`src/rtl/grf_wb_arbiter.sv`:
```
// -----------------------------------------------------------------------------
// grf_wb_arbiter
//
// Owns the single write port of the general register file (GRF) and shares it
// between two writers:
//   * the pipeline W-stage, which always wins when it writes, and
//   * an auxiliary long-latency writer (mult/div unit or coprocessor), whose
//     results wait in a small FIFO and drain in cycles the pipeline leaves
//     free.
// Queued entries can be squashed by a younger pipeline write to the same
// register. A hazard query reports whether a register still has a pending aux
// write. If the FIFO head is blocked for too long, a registered stall request
// asks the pipeline to leave a slot free.
//
// Parameters
//   DEPTH        aux FIFO entries (power of two, >= 2)
//   STARVE_LIMIT consecutive blocked cycles of a valid head before stall_req
//
// Ports
//   clk, reset               clock; synchronous active-low reset
//   p_we/p_addr/p_data/p_pc  pipeline write request (never back-pressured)
//   a_valid/a_ready          aux handshake (accepted when both are high)
//   a_addr/a_data/a_pc       aux write payload
//   q_addr1/q_addr2          hazard query addresses
//   q_busy1/q_busy2          a valid queued aux write targets the query address
//   grf_we/grf_a3/grf_wd     registered GRF write port
//   grf_wpc                  registered PC of the instruction being written
//   stall_req                registered: pipeline must not assert p_we
//   proto_err                sticky: p_we seen while stall_req was high
// -----------------------------------------------------------------------------
module grf_wb_arbiter #(
    parameter int DEPTH        = 2,
    parameter int STARVE_LIMIT = 4
) (
    input  logic        clk,
    input  logic        reset,

    input  logic        p_we,
    input  logic [4:0]  p_addr,
    input  logic [31:0] p_data,
    input  logic [31:0] p_pc,

    input  logic        a_valid,
    output logic        a_ready,
    input  logic [4:0]  a_addr,
    input  logic [31:0] a_data,
    input  logic [31:0] a_pc,

    input  logic [4:0]  q_addr1,
    input  logic [4:0]  q_addr2,
    output logic        q_busy1,
    output logic        q_busy2,

    output logic        grf_we,
    output logic [4:0]  grf_a3,
    output logic [31:0] grf_wd,
    output logic [31:0] grf_wpc,

    output logic        stall_req,
    output logic        proto_err
);

    localparam int PW = $clog2(DEPTH);
    localparam int CW = PW + 1;
    localparam int WW = $clog2(STARVE_LIMIT) + 1;

    localparam logic [CW-1:0] FULL_COUNT = CW'(DEPTH);
    localparam logic [WW-1:0] WAIT_MAX   = WW'(STARVE_LIMIT - 1);

    typedef struct packed {
        logic [4:0]  addr;
        logic [31:0] data;
        logic [31:0] pc;
    } wb_entry_t;

    // FIFO storage. vld[i] is set only for occupied, not-yet-squashed slots,
    // so an occupied slot with vld clear is a squashed entry waiting to be
    // discarded when it reaches the head.
    wb_entry_t         mem [DEPTH];
    logic [DEPTH-1:0]  vld;
    logic [PW-1:0]     rd_ptr;
    logic [PW-1:0]     wr_ptr;
    logic [CW-1:0]     count;
    logic [WW-1:0]     wait_cnt;

    // Per-cycle decisions
    logic              fifo_empty;
    logic              fifo_full;
    logic              head_valid;
    logic              accept;
    logic              acc_keep;
    logic              grant_head;
    logic              drop_head;
    logic              pop;
    logic              bypass;
    logic              push;
    logic              squash;
    logic [DEPTH-1:0]  squash_hit;
    logic              head_squashed;
    logic [DEPTH-1:0]  vld_nxt;
    logic [WW-1:0]     wait_nxt;
    logic              stall_nxt;
    wb_entry_t         head_entry;
    wb_entry_t         aux_entry;

    // -------------------------------------------------------------------------
    // Handshake, grant and FIFO bookkeeping
    // -------------------------------------------------------------------------
    // NOTE: every signal driven here gets a default before any branch, so no
    // path leaves it unassigned and no latch is inferred.
    always_comb begin
        fifo_empty = (count == '0);
        fifo_full  = (count == FULL_COUNT);
        head_valid = !fifo_empty && vld[rd_ptr];
        head_entry = mem[rd_ptr];
        aux_entry  = '{addr: a_addr, data: a_data, pc: a_pc};

        a_ready    = !fifo_full && reset;
        accept     = a_valid && a_ready;
        // Writes to $0 complete the handshake but carry no architectural
        // effect, so they are never queued or written.
        acc_keep   = accept && (a_addr != 5'd0);

        grant_head = !p_we && head_valid;
        // A squashed head is discarded in any cycle; it never takes the port.
        drop_head  = !fifo_empty && !vld[rd_ptr];
        pop        = grant_head || drop_head;
        // Empty FIFO and a free port: hand the aux write straight through.
        bypass     = !p_we && fifo_empty && acc_keep;
        push       = acc_keep && !bypass;

        // The pipeline write is younger than anything already queued, so an
        // older queued write to the same register must never land after it.
        squash     = p_we && (p_addr != 5'd0);
        squash_hit = '0;
        for (int i = 0; i < DEPTH; i++) begin
            squash_hit[i] = squash && vld[i] && (mem[i].addr == p_addr);
        end
        head_squashed = squash_hit[rd_ptr];

        // The slot being pushed is never the one being popped: a push needs
        // a free slot and a pop needs an occupied one.
        vld_nxt = vld & ~squash_hit;
        if (pop) begin
            vld_nxt[rd_ptr] = 1'b0;
        end
        if (push) begin
            vld_nxt[wr_ptr] = 1'b1;
        end
    end

    // -------------------------------------------------------------------------
    // Starvation tracking
    // -------------------------------------------------------------------------
    // wait_cnt saturates at STARVE_LIMIT-1 so that a pipeline ignoring
    // stall_req keeps the request asserted instead of wrapping the counter.
    always_comb begin
        wait_nxt  = wait_cnt;
        stall_nxt = stall_req;

        if (pop || fifo_empty) begin
            wait_nxt = '0;
        end else if (p_we && head_valid && (wait_cnt != WAIT_MAX)) begin
            wait_nxt = wait_cnt + WW'(1);
        end

        if (p_we && head_valid && (wait_cnt == WAIT_MAX)) begin
            stall_nxt = 1'b1;
        end
        if (pop || head_squashed || fifo_empty) begin
            stall_nxt = 1'b0;
        end
    end

    // -------------------------------------------------------------------------
    // Hazard query: only live (valid) entries count; $0 is never busy.
    // -------------------------------------------------------------------------
    always_comb begin
        q_busy1 = 1'b0;
        q_busy2 = 1'b0;
        for (int i = 0; i < DEPTH; i++) begin
            if (vld[i] && (mem[i].addr == q_addr1)) begin
                q_busy1 = 1'b1;
            end
            if (vld[i] && (mem[i].addr == q_addr2)) begin
                q_busy2 = 1'b1;
            end
        end
        if (q_addr1 == 5'd0) begin
            q_busy1 = 1'b0;
        end
        if (q_addr2 == 5'd0) begin
            q_busy2 = 1'b0;
        end
    end

    // -------------------------------------------------------------------------
    // FIFO payload storage
    // -------------------------------------------------------------------------
    // NOTE: the payload array has no reset; an entry is only ever read while
    // its vld bit is set, and vld is cleared on reset, so stale contents are
    // unobservable.
    always_ff @(posedge clk) begin
        if (push) begin
            mem[wr_ptr] <= aux_entry;
        end
    end

    // -------------------------------------------------------------------------
    // Control state and registered GRF write port
    // -------------------------------------------------------------------------
    // NOTE: sequential state uses non-blocking assignments so every register
    // samples the pre-edge values, independent of statement order.
    always_ff @(posedge clk) begin
        if (!reset) begin
            vld       <= '0;
            rd_ptr    <= '0;
            wr_ptr    <= '0;
            count     <= '0;
            wait_cnt  <= '0;
            grf_we    <= 1'b0;
            grf_a3    <= '0;
            grf_wd    <= '0;
            grf_wpc   <= '0;
            stall_req <= 1'b0;
            proto_err <= 1'b0;
        end else begin
            vld      <= vld_nxt;
            // Pointers wrap naturally because DEPTH is a power of two.
            rd_ptr   <= rd_ptr + PW'(pop);
            wr_ptr   <= wr_ptr + PW'(push);
            count    <= count + CW'(push) - CW'(pop);
            wait_cnt <= wait_nxt;
            stall_req <= stall_nxt;

            if (p_we && stall_req) begin
                proto_err <= 1'b1;
            end

            // Priority: pipeline, then a live FIFO head, then bypass. When
            // nobody writes, the data/address registers keep their values.
            if (p_we) begin
                grf_we  <= 1'b1;
                grf_a3  <= p_addr;
                grf_wd  <= p_data;
                grf_wpc <= p_pc;
            end else if (grant_head) begin
                grf_we  <= 1'b1;
                grf_a3  <= head_entry.addr;
                grf_wd  <= head_entry.data;
                grf_wpc <= head_entry.pc;
            end else if (bypass) begin
                grf_we  <= 1'b1;
                grf_a3  <= aux_entry.addr;
                grf_wd  <= aux_entry.data;
                grf_wpc <= aux_entry.pc;
            end else begin
                grf_we  <= 1'b0;
            end
        end
    end

endmodule

```
`config.mk`:
```
export PLATFORM = sky130hd
export DESIGN_NAME = grf_wb_arbiter
export DESIGN_NICKNAME = d
export VERILOG_FILES = /design/src/rtl/grf_wb_arbiter.sv
export SDC_FILE = /design/constraint.sdc
export NUM_CORES = 1
export LEC_CHECK = 0
export CAP_MARGIN = 40
export CORE_UTILIZATION = 35
export CTS_CLUSTER_DIAMETER = 200
export DETAILED_ROUTE_END_ITERATION = 7
export GPL_TIMING_DRIVEN = 0
export PLACE_DENSITY = 0.58
export SLEW_MARGIN = 40
export SYNTH_ARGS = -nofsm -noshare
export SYNTH_HDL_FRONTEND = slang
export SYNTH_SLANG_ARGS = --single-unit
```
`constraint.sdc`:
```
create_clock -name clk -period 9.7 [get_ports clk]
set_input_delay 0.97 -clock clk [delete_from_list [all_inputs] [get_ports clk]]
set_output_delay 0.97 -clock clk [all_outputs]
set_load 0.01 [all_outputs]
```
* Yosys cells after proc, flatten, opt, wreduce, memory -nomap -nowiden
Memory sizes are Yosys's and may differ from the RTL's. A register that Yosys moved wholly into a read port is not among the register bits.
Cells that the tools add are included.
** Word-level totals
- Memories kept :: 1
- Bits of input ports :: 152
- Output and inout bits :: 75
- RAM bits :: 138
- Register bits :: 81
** Operators by class
- Magnitude comparators :: 4
- Muxes and demuxes :: 31
- Equal/unequal tests :: 9
- Add/subtract/negate cells :: 5
- Bitwise gates (word level) :: 6
- Reduce and logical (&&, ||, !) cells :: 41
** Memories
- mem :: words 2, bits a word 69, rd ports 3, clocked after Yosys merged registers in 1, write ports 1, RTL line 79 : wb_entry_t mem [DEPTH];
** Operator list (number)
- $mux 32 :: 6
- $eq 5x5->1 :: 6
- $logic_and 1x1->1 :: 24
- $mux 1 :: 18
- $mux 5 :: 3
- $logic_not 5->1 :: 2
- $reduce_bool 5->1 :: 2
- $logic_not 1->1 :: 5
- $and 2x2->2 :: 2
- $logic_or 1x1->1 :: 4
- $lt 1x2->1 const B :: 2
- $mux 2 :: 2
- $not 2->2 :: 2
- $reduce_or 2->1 :: 2
- $add 3x1->3 const B :: 1
- $eq 3x2->1 const B :: 1
- $ne 3x2->1 const B :: 1
- $reduce_bool 3->1 :: 1
- $add 1x1->1 :: 2
- $add 2x1->2 :: 1
- $demux 1 s1 :: 2
- $eq 2x2->1 const B :: 1
- $ge 1x1->1 const B :: 2
- $logic_not 2->1 :: 1
- 3 further kinds :: 3

* Depth between registers and ports, before layout
- Depth after elaboration :: 10
- Gate-level depth with buffers :: 9
- Mapped depth without buffers :: 8

* Least setup slack after synthesis
OpenSTA, ideal clock, no wires.
- Path type :: input to register
- Start point :: input port p_we
- End point :: memory mem[0][0] (netlist bit), enable pin
- Path slack :: 5.992 ns
- Buffers on the path :: 1
- Data required time :: 9.265 ns
- Arrival :: 3.274 ns
- Stages on the path :: 5
- Cell sequence :: clkbuf_1 nor2b_1 o2111ai_1 inv_1 ha_1
** Between the ends
- Longest elaborated chain between the ends :: 7
** Ends and longest elaborated chain
- from (decl) :: RTL line 38 : input logic p_we,
- $logic_not 1->1 :: RTL line 129 : bypass = !p_we && fifo_empty && acc_keep;
- $logic_and 1x1->1 (2 in series) :: RTL line 129
- $logic_not 1->1 :: RTL line 130 : push = acc_keep && !bypass;
- $logic_and 1x1->1 :: RTL line 130
- $mux 1 :: RTL line 204 : if (push) begin
- $mux 1 (implied by the code) :: RTL line 205 : mem[wr_ptr] <= aux_entry;
- to (decl) :: RTL line 79
No other way between the ends.

* Worst setup path in the final report
- Start point :: input port q_addr1[0]
- End point :: output port q_busy1
** Between the ends
- Longest elaborated chain between the ends :: 5
- Elaborated cells between the ends (all ways) :: 8
- Classes of those cells :: 2 x eq/ne; 3 x mux; 3 x reduce/logical
** Ends and longest elaborated chain
- from (decl) :: RTL line 49 : input logic [4:0] q_addr1,
- $eq 5x5->1 :: RTL line 182 : if (vld[i] && (mem[i].addr == q_addr1)) begin
- $logic_and 1x1->1 :: RTL line 182
- $mux 1 (2 in series) :: RTL line 182
- $mux 1 * :: RTL line 189 : if (q_addr1 == 5'd0) begin
- to (decl) :: RTL line 51 : output logic q_busy1,
Every way passes the cells marked *; elsewhere a longest branch is shown, timed or not.

==> metrics.yaml <==
status: "completed"
worstMarginPinSlew_ns: 0.889
yosysWarningCount: 0
initial_core_util_pct: 35.6
critPathTopFamily: "buffers and inverters"
place_hpwl_um: 21700
yosysSeqAreaShare_pct: 56.8
setup_violations: 0
grt_pass1_wl_um: 47600
cts_buffers: 26
clockBufferDepth: 3
tns_ns: 0
antenna_found_initial: 0
routed_wirelength_um: 31300
fp.dieH_um: 173
synth.most_common_cell: "edfxtp_1"
dieWidth_um: 173
syn_area_um2: 10200
track_usage_pct: 20.3
final_nets: 1317
p_sw_mw: 0.874
grt_max_degree: 28
ys_ff_latch: 220
via_per_inst: 5.32
min_period_ns: 3.93
synth-async-reset-ratio_pct: 0
fmax_mhz: 254
worstSetupPathType: "in2out"
skew_ns: 0.0172
design.core.area_um2: 28600
rows: 62
hold_class: "reg2reg"
clk_pin_slew_ns: 0.06
grt_pass1_vias: 8267
wl_per_cell_um: 20.0
crit_path_top_delay_cell: "clkdlybuf4s50_1"
timing.final.ws_setup_ns: 5.77
p_clk_share_pct: 33.5
gp_congestion: 0.843
p_int_mw: 1.98
ys_top_cells_by_count: "edfxtp_1, dfxtp_1, inv_1"
placedCellCount: 1515
synth-edff-count: 138
end_kind: "primary output"
cp.required_ns: 8.73
clock_latency_ns: 0.53
power_frac_comb_pct: 26.7
arrival_ns: 2.96
synth_cells: 903
avgSynthCellArea_um2: 11.3
p_sw_share_pct: 30.6
drt_iter0_drc: 603
detail-route-antenna-nets: 0
slew_violations: 0
power.leakage_nw: 4.91
power_frac_seq_pct: 39.8
synth.area.top_cells: "edfxtp_1, dfxtp_1, a2111oi_0"
cap_viol_max_count: 0
cts_resized: 0
synth_nets: 1061
crit_fanout: 3
drc: 0
worst_setup_path_start_kind: "input port"
syn_to_final_growth_pct: 36.1
grt_setup_unrepaired: "false"
critPathBufInv: 2
htree_levels: 1
post_cts_buffers: 0
hold_buffers: 0
synth_largest_area_cell: "edfxtp_1"
power.density_nw_per_um2: 206
peakVddDrop_uv: 107
io_pins: 227
finalCritPeriodShare_pct: 40.5
stdcell_count: 1563
drive_above_1_share_pct: 5.85
crit_path_cell_trace: "clkdlybuf4s50_1 -> xor2_1 -> nor4_1 -> nand3_1 -> a21oi_1 -> clkdlybuf4s50_1"
cts.sinks: 220
clockRootBuffer: "clkbuf_16"
overflow: 0
cpMostUsedCell: "clkdlybuf4s50_1"
hold_violations: 0
ys_types: 41
dieArea_um2: 29800
first_pass_iters: 5
antenna_cells: 0
synth_flop_cell: "edfxtp_1"
max_slew_margin_pct: 40.7
vias: 8308
place_ws_ns: 5.81
port_buffers: 224
synth_top_area_share_pct: 40.7
cts_tree: "yes"
max_stage_delay_ns: 0.58
worst min-delay path, stage by stage (launching register included):
cell and delay [ns]:
dfxtp_1 0.33, a21oi_1 0.06, nor2_1 0.07
layout make-up:
| class | count | area [µm²] |
|---|---|---|
| plain buffers | 93 | 422 |
| clock buffers | 41 | 778 |
| clock inverters | 7 | 66.3 |
| fillers | 2606 | 14800 |
| inverters | 74 | 278 |
| multi-input cells | 516 | 3730 |
| flip-flops and latches | 220 | 5790 |
| well taps | 384 | 480 |
| repair buffers | 228 | 2320 |
layout by cell type (no fill, tap or decap), drive strengths merged, types with 2 or more instances in the layout:
cell type / netlist / final
xnor2: 13 / 13
a2111oi: 69 / 69
clkbuf: 70 / 111
a21boi: 2 / 2
clkinv: 0 / 5
a211o: 69 / 69
a21oi: 6 / 6
nor2: 11 / 11
or4: 3 / 3
nor2b: 72 / 72
edfxtp: 138 / 138
nand3: 4 / 4
o41ai: 69 / 69
inv: 74 / 75
and2: 5 / 5
mux2i: 2 / 2
nand2: 73 / 73
xor2: 21 / 21
nor3: 2 / 2
dfxtp: 82 / 82
buf: 23 / 27
clkdlybuf4s50: 0 / 224
a31oi: 69 / 69
ha: 6 / 6
o21ai: 2 / 2
nor4: 7 / 7
sequential cells by signal, indices dropped and copies added (netlist names), named ones only:
register,count
wait_cnt,3
mem,138
grf_wd,32
proto_err,1
grf_wpc,32
grf_a3,5
stall_req,1
grf_we,1
count,2
wr_ptr,1
vld,2
rd_ptr,1
stage by stage:
step | power, mW | util [%] | hold WS (ns) | instance area [µm²]
after floorplan | 1.55 | - | 0.454 | 10200
after global placement | 1.91 | 45.1 | 0.472 | 12900
after detailed placement | 1.92 | 45.5 | 0.487 | 13000
after CTS | 2.88 | 48.4 | 0.502 | 13900
after global routing | 2.98 | 48.4 | 0.531 | 13900
final | 2.85 | 48.4 | 0.494 | 13900
path summary, 6_finish.rpt:
kind / cells after the start / end / start / slack (ns)
worst max-delay path: 6 / q_busy1 / q_addr1[0] / 5.77
worst min-delay path: 2 / wait_cnt[2] / wait_cnt[2] / 0.49
worst max register to register: 6 / grf_wpc[12] / flop / 7.33
worst min register to register: 2 / wait_cnt[2] / wait_cnt[2] / 0.49
routing by layer:
metal | GRT usage (%) | routed length, µm
met1 | 27.5 | 14200
met2 | 33.0 | 14400
met3 | 4.16 | 2130
met4 | 5.10 | 581
met5 | 0 | 0
cell families (layout without fill, tap and decap cells):
kind of cell	after synthesis	after routing	synth area share, %
compound gates	291	291	23.0
fa+ha+maj	6	6	0.737
mux	3	3	0.430
simple gates	182	182	9.18
buf+inv	167	443	6.87
flops	220	220	56.8
xor+xnor	34	34	2.92
power by group through the flow:
stage / sequential, mW / clock [mW] / combinational [mW]
final: 1.13 / 0.955 / 0.762
after global routing: 1.14 / 1.01 / 0.828
after CTS: 1.13 / 0.975 / 0.769
after detailed placement: 1.15 / 0 / 0.766
after global placement: 1.16 / 0 / 0.755
after floorplan: 1.17 / 0 / 0.385
(Power assumes the default switching activity.)
